<file path="config.mk">
export PLATFORM = sky130hd
export DESIGN_NAME = slicer_ref_ctrl
export DESIGN_NICKNAME = d
export VERILOG_FILES = /design/src/rtl/slicer_ref_ctrl_pkg.sv /design/src/rtl/slicer_ref_ctrl_abs_accum.sv /design/src/rtl/slicer_ref_ctrl.sv
export SDC_FILE = /design/constraint.sdc
export NUM_CORES = 1
export LEC_CHECK = 0
export ABC_AREA = 0
export BUFFER_PORTS_ARGS = -buffer_cell sky130_fd_sc_hd__buf_4
export CAP_MARGIN = 20
export CORE_UTILIZATION = 49
export DETAILED_ROUTE_END_ITERATION = 12
export PLACE_DENSITY = 0.78
export SLEW_MARGIN = 20
export SYNTH_ARGS = -nofsm -noshare
export SYNTH_HDL_FRONTEND = slang
export SYNTH_HIERARCHICAL = 1
export SYNTH_SLANG_ARGS = --single-unit
</file>
<file path="constraint.sdc">
create_clock -name clk -period 4.8 [get_ports clk]
set_clock_uncertainty 0.15 [all_clocks]
set_input_delay 0.72 -clock clk [delete_from_list [all_inputs] [get_ports clk]]
set_output_delay 0.72 -clock clk [all_outputs]
set_load 0.005 [all_outputs]
</file>
<file path="src/rtl/slicer_ref_ctrl_pkg.sv">
// slicer_ref_ctrl_pkg: sample format, FSM states and helpers shared by the reference controller
package slicer_ref_ctrl_pkg;
  localparam int SAMPLE_W = 18;
  localparam logic signed [SAMPLE_W-1:0] SAMPLE_MIN = {1'b1, {(SAMPLE_W-1){1'b0}}};
  localparam logic signed [SAMPLE_W-1:0] SAMPLE_MAX = {1'b0, {(SAMPLE_W-1){1'b1}}};
  localparam logic signed [SAMPLE_W-1:0] REF_MIN_DEF = 18'sd256;
  typedef enum logic [1:0] {IDLE, ACQUIRE, TRACK} state_t;
  function automatic logic [SAMPLE_W-1:0] sat_abs(input logic signed [SAMPLE_W-1:0] x);
    return x == SAMPLE_MIN ? SAMPLE_W'(SAMPLE_MAX) : x < 0 ? SAMPLE_W'(-x) : SAMPLE_W'(x);
  endfunction
  function automatic logic signed [SAMPLE_W-1:0] floor_ref(input logic signed [SAMPLE_W-1:0] c, input logic signed [SAMPLE_W-1:0] m);
    return c < m ? m : c;
  endfunction
endpackage

</file>
<file path="src/rtl/slicer_ref_ctrl_abs_accum.sv">
// slicer_ref_ctrl_abs_accum: saturating |in| accumulator over 2^LOG2_N-sample windows
module slicer_ref_ctrl_abs_accum
  import slicer_ref_ctrl_pkg::*;
#(
  parameter int LOG2_N = 4
) (
  input  logic                       clk,
  input  logic                       reset_n,
  input  logic                       clr,
  input  logic                       sample,
  input  logic signed [SAMPLE_W-1:0] in,
  output logic signed [SAMPLE_W-1:0] mean,
  output logic                       win_done
);
  localparam int AW = SAMPLE_W + LOG2_N;
  logic [AW-1:0] acc, sum;
  logic [LOG2_N-1:0] win_cnt;
  assign sum = acc + AW'(sat_abs(in));
  assign mean = SAMPLE_W'(sum >> LOG2_N);
  assign win_done = sample && &win_cnt;
  // accumulate sampled magnitudes; restart after the last sample of a window or when idle
  always_ff @(posedge clk or negedge reset_n)
    if (!reset_n) begin
      acc <= '0;
      win_cnt <= '0;
    end else if (clr || win_done) begin
      acc <= '0;
      win_cnt <= '0;
    end else if (sample) begin
      acc <= sum;
      win_cnt <= win_cnt + 1'b1;
    end
endmodule

</file>
<file path="src/rtl/slicer_ref_ctrl.sv">
// slicer_ref_ctrl: adaptive 4-ASK slicer reference level (define SLICER_REF_IIR_EN for IIR smoothing in TRACK)
module slicer_ref_ctrl
  import slicer_ref_ctrl_pkg::*;
#(
  parameter int                         LOG2_N      = 4,
  parameter int                         ACQ_WINDOWS = 4,
  parameter logic signed [SAMPLE_W-1:0] REF_INIT    = 18'sd32768,
  parameter logic signed [SAMPLE_W-1:0] REF_MIN     = REF_MIN_DEF,
  parameter int                         IIR_SHIFT   = 3
) (
  input  logic                       clk,
  input  logic                       reset_n,
  input  logic                       clk_en,
  input  logic                       enable,
  input  logic                       freeze,
  input  logic signed [SAMPLE_W-1:0] in,
  output logic signed [SAMPLE_W-1:0] ref_level,
  output logic                       ref_valid,
  output logic                       ref_update,
  output logic                       locked
);
`ifdef SLICER_REF_IIR_EN
  localparam bit IIR_EN = 1'b1;
`else
  localparam bit IIR_EN = 1'b0;
`endif
  localparam int AQW = $clog2(ACQ_WINDOWS + 1);
  state_t state;
  logic [AQW-1:0] acq_cnt;
  logic signed [SAMPLE_W-1:0] mean, cand;
  logic signed [SAMPLE_W:0] diff, step;
  logic sample, win_done;
  assign sample = clk_en && enable && (state == ACQUIRE || (state == TRACK && !freeze));
  assign diff = {mean[SAMPLE_W-1], mean} - {ref_level[SAMPLE_W-1], ref_level};
  assign step = diff >>> IIR_SHIFT;
  assign cand = (IIR_EN && state == TRACK) ? ref_level + SAMPLE_W'(step) : mean;
  slicer_ref_ctrl_abs_accum #(.LOG2_N(LOG2_N)) u_accum (
    .clk(clk),
    .reset_n(reset_n),
    .clr(!enable || state == IDLE),
    .sample(sample),
    .in(in),
    .mean(mean),
    .win_done(win_done)
  );
  // acquire/track/idle sequencing and the registered reference outputs
  always_ff @(posedge clk or negedge reset_n)
    if (!reset_n) begin
      state <= IDLE;
      acq_cnt <= '0;
      ref_level <= REF_INIT;
      ref_valid <= 1'b0;
      ref_update <= 1'b0;
      locked <= 1'b0;
    end else begin
      ref_update <= 1'b0;
      if (!enable) begin
        state <= IDLE;
        acq_cnt <= '0;
        locked <= 1'b0;
      end else if (clk_en) begin
        if (state == IDLE) state <= ACQUIRE;
        if (win_done) begin
          ref_level <= floor_ref(cand, REF_MIN);
          ref_valid <= 1'b1;
          ref_update <= 1'b1;
        end
        if (win_done && state == ACQUIRE) begin
          acq_cnt <= acq_cnt + 1'b1;
          if (acq_cnt == AQW'(ACQ_WINDOWS - 1)) begin
            state <= TRACK;
            locked <= 1'b1;
          end
        end
      end
    end
endmodule
</file>
==> out/summary.json <==
{
  "timing_worst_setup_path_type": "in -> reg",
  "die_area_mm2": 0.00867,
  "grt_util_all_layers_pct": 28.8,
  "post-place-cells": 673,
  "syn_area_per_cell_um2": 9.04,
  "number_of_global_route_vias_before_repair": 4214,
  "synth_area_leaders": "dfrtp_1 31%, ha_1 8.6%, mux2_2 5.0%",
  "routed-via-count": 4190,
  "tritoncts.num_buffers": 5,
  "n_antenna_cell": 0,
  "io_buffers": 43,
  "power_mw": 1.02,
  "fin_hold_ws_ps": 264,
  "wl_met3_um": 671,
  "p_leak_nw": 2.84,
  "slew-limit-headroom_pct": 26.8,
  "setup_viol_count_final": 18,
  "drv.max_cap_violation_count": 0,
  "netlist.top_cell.by_area": "dfrtp_1",
  "post-route-util_pct": 73.9,
  "synth_async_sr_flop_share_pct": 100,
  "wl_met2_um": 6290,
  "worst_skew_pair.late_latency_ps": 320,
  "remaining_drc_errors": 0,
  "start_util_pct": 51.6,
  "seq_power_share_pct": 43.7,
  "globalplace.congestion": 0.926,
  "cts.path.max_buffers": 2,
  "power.density_mw_per_mm2": 174,
  "drt_iter0_markers": 283,
  "synth.ff_latch_count": 52,
  "ir_worst_vdd_v": 0.000132,
  "worst_r2r_startpoint": "u_accum/acc[1]$_DFFE_PN0P_",
  "dp_worst_setup_slack_ps": -1190,
  "min_path_type": "in -> async",
  "edff_count_synth": 0,
  "detailedRoute.firstPassIterationCount": 5,
  "clk_pin_slew_worst_paths_ps": 110,
  "tritoncts": "yes",
  "share_comb_of_total_power_pct": 29.9,
  "highest_achievable_clock_rate_mhz": 178,
  "placedInstanceArea_mm2": 0.00531,
  "final_cell_area_mm2": 0.00583,
  "syn_area_mm2": 0.00407,
  "switchingPower_uw": 318,
  "grt_max_degree": 53,
  "outcome": "finished, violations left",
  "cts.hold.buffers_added": 0,
  "grt_first_pass_wirelength_um": 19700,
  "yosys.cell_count.top_type": "dfrtp_1",
  "final_cell_count_no_fill": 703,
  "chipWidth_um": 93.1,
  "critical_path.startpoint": "in[1]",
  "synth_top_area_share_pct": 31.4,
  "finish.net_count": 652,
  "timing.critical_path.arrival_ps": 5740,
  "post_drt_via_cell_ratio": 5.96,
  "worst-endpoint-required_ps": 4910,
  "postSynth.topFlopCell": "dfrtp_1",
  "post_synth_most_frequent_cells": "51 x dfrtp_1, 47 x nand2_1, 28 x ha_1, 26 x a21oi_1, 22 x o21ai_0",
  "areaGrowthSynthToFinish_pct": 43.3,
  "dp_hpwl_um": 8210,
  "post_route_cells_drive_above_1_share_pct": 42.4,
  "internal_power_uw": 697,
  "top_layer": "met4",
  "met1_length_um": 4970,
  "cts_h_tree_lvls": 2,
  "worst-slew-pin-transition_ps": 1100,
  "die-height_um": 93.1,
  "grt_setup_unrepaired": "yes",
  "cts.sink_count": 52,
  "finalCritPeriodShare_pct": 117,
  "post_synth_inst_count": 450,
  "net_count_after_synthesis": 502,
  "antenna_left": 0,
  "yosysUniqueCellTypes": 72,
  "setup_slack_ps": -833,
  "critical_path_peak_fanout": 4,
  "antenna_found_initial": 0,
  "power.share.switching_pct": 31.4,
  "synth.yosys.warnings": 6,
  "fp-row-count": 32,
  "finalMaxSlewViolations": 0,
  "floorplan.io_pins": 44,
  "core_region_area_mm2": 0.00789,
  "critical_path.endpoint_type": "flop",
  "hold_violations": 0,
  "violations_in_the_final_reports": "negative setup slack",
  "wl_um": 12500,
  "post_drt_wl_per_cell_um": 17.7,
  "worstSetupStartpointType": "input pin",
  "cts.root.buffer_cell": "clkbuf_8",
  "fin_setup_tns_ps": -13160,
  "ys_seq_area_share_pct": 32.0,
  "overflow": 0,
  "final_worst_path_period_need_ps": 5630,
  "power.share.clock_pct": 26.4
}
cell families after synthesis:
| logic type | Yosys count | synth area share [%] |
|---|---|---|
| multiplexers | 25 | 6.70 |
| flip-flops | 52 | 32.0 |
| adder cells (fa/ha/maj) | 29 | 9.10 |
| XOR/XNOR | 27 | 5.81 |
| AND/OR/NAND/NOR | 163 | 22.2 |
| AO/OA/AOI/OAI | 113 | 19.8 |
| buffers and inverters | 41 | 4.37 |
power by group through the flow:
stage                     Clock [mW]  Combinational [mW]  Sequential (mW)
final                          0.268               0.304            0.444
after global routing           0.287               0.324            0.444
after CTS                      0.267               0.276            0.444
after detailed placement           0               0.249            0.452
after global placement             0               0.241            0.452
after floorplan                    0               0.133            0.451
critical path, stage by stage:
cell,delay (ps)
buf_8,110
buf_6,110
or3_4,360
or4_4,450
or3_4,400
a21oi_4,200
o21ai_4,80
ha_4,280
buf_6,100
nand4_1,110
a2111o_1,370
buf_6,150
a311o_1,330
and2_4,170
xnor2_4,130
or4_4,500
nor4_4,280
ha_4,270
buf_4,140
buf_6,120
nor2b_1,150
mux2_2,180
sequential cells by signal, summed over array words and instances (netlist names):
signal and flops:
ref_valid 1, acq_cnt 3, u_accum/acc 22, u_accum/win_cnt 4
ref_update 1, state 2, ref_level 18, locked 1
metal layers:
metal / GRT usage, % / vias to the layer above
li1: - / 1938
met1: 34.1 / 2002
met2: 50.6 / 197
met3: 3.82 / 53
met4: 15.3 / 0
met5: 0 / -
timing repair:
| action | CTS | global route |
|---|---|---|
| setup endpoints to repair | 18 | 18 |
| endpoints found under the hold margin | 0 | 0 |
| gates resized for setup | 36 | 21 |
| pin swaps | 23 | 20 |
| buffers inserted | 16 | 6 |
path summary, 6_finish.rpt:
path / to / slack (ps) / cells after the start
min in group clk: ref_valid$_DFFE_PN0P_ / 350 / 1
setup reg to reg: ref_level[9]$_DFFE_PN0P_ / 750 / 15
max in group asynchronous: u_accum/acc[1]$_DFFE_PN0P_ / 3770 / 1
setup / recovery: ref_level[9]$_DFFE_PN0P_ / -830 / 22
hold reg to reg: ref_valid$_DFFE_PN0P_ / 350 / 1
hold / removal: u_accum/acc[3]$_DFFE_PN0P_ / 260 / 1
cells in the final DEF, fill, tap and decap left out, drive strengths merged, types with 8 or more instances in the layout:
master	n
nor2b	16
a22o	9
o21ai	24
ha	28
nor2	21
nand3	11
xor2	17
buf	168
inv	16
a21oi	26
dfrtp	51
nand2	47
xnor2	10
a21o	8
mux2	18
and2b	10
final cells by class:
type / count / area (um2)
tap: 102 / 128
timing repair buffer: 168 / 1310
sequential: 52 / 1300
fill: 526 / 2060
clock buffer: 6 / 72.6
inverter: 16 / 83.8
multi-input combinational: 357 / 2920
clock inverter: 2 / 16.3
(Power assumes the default switching activity.)
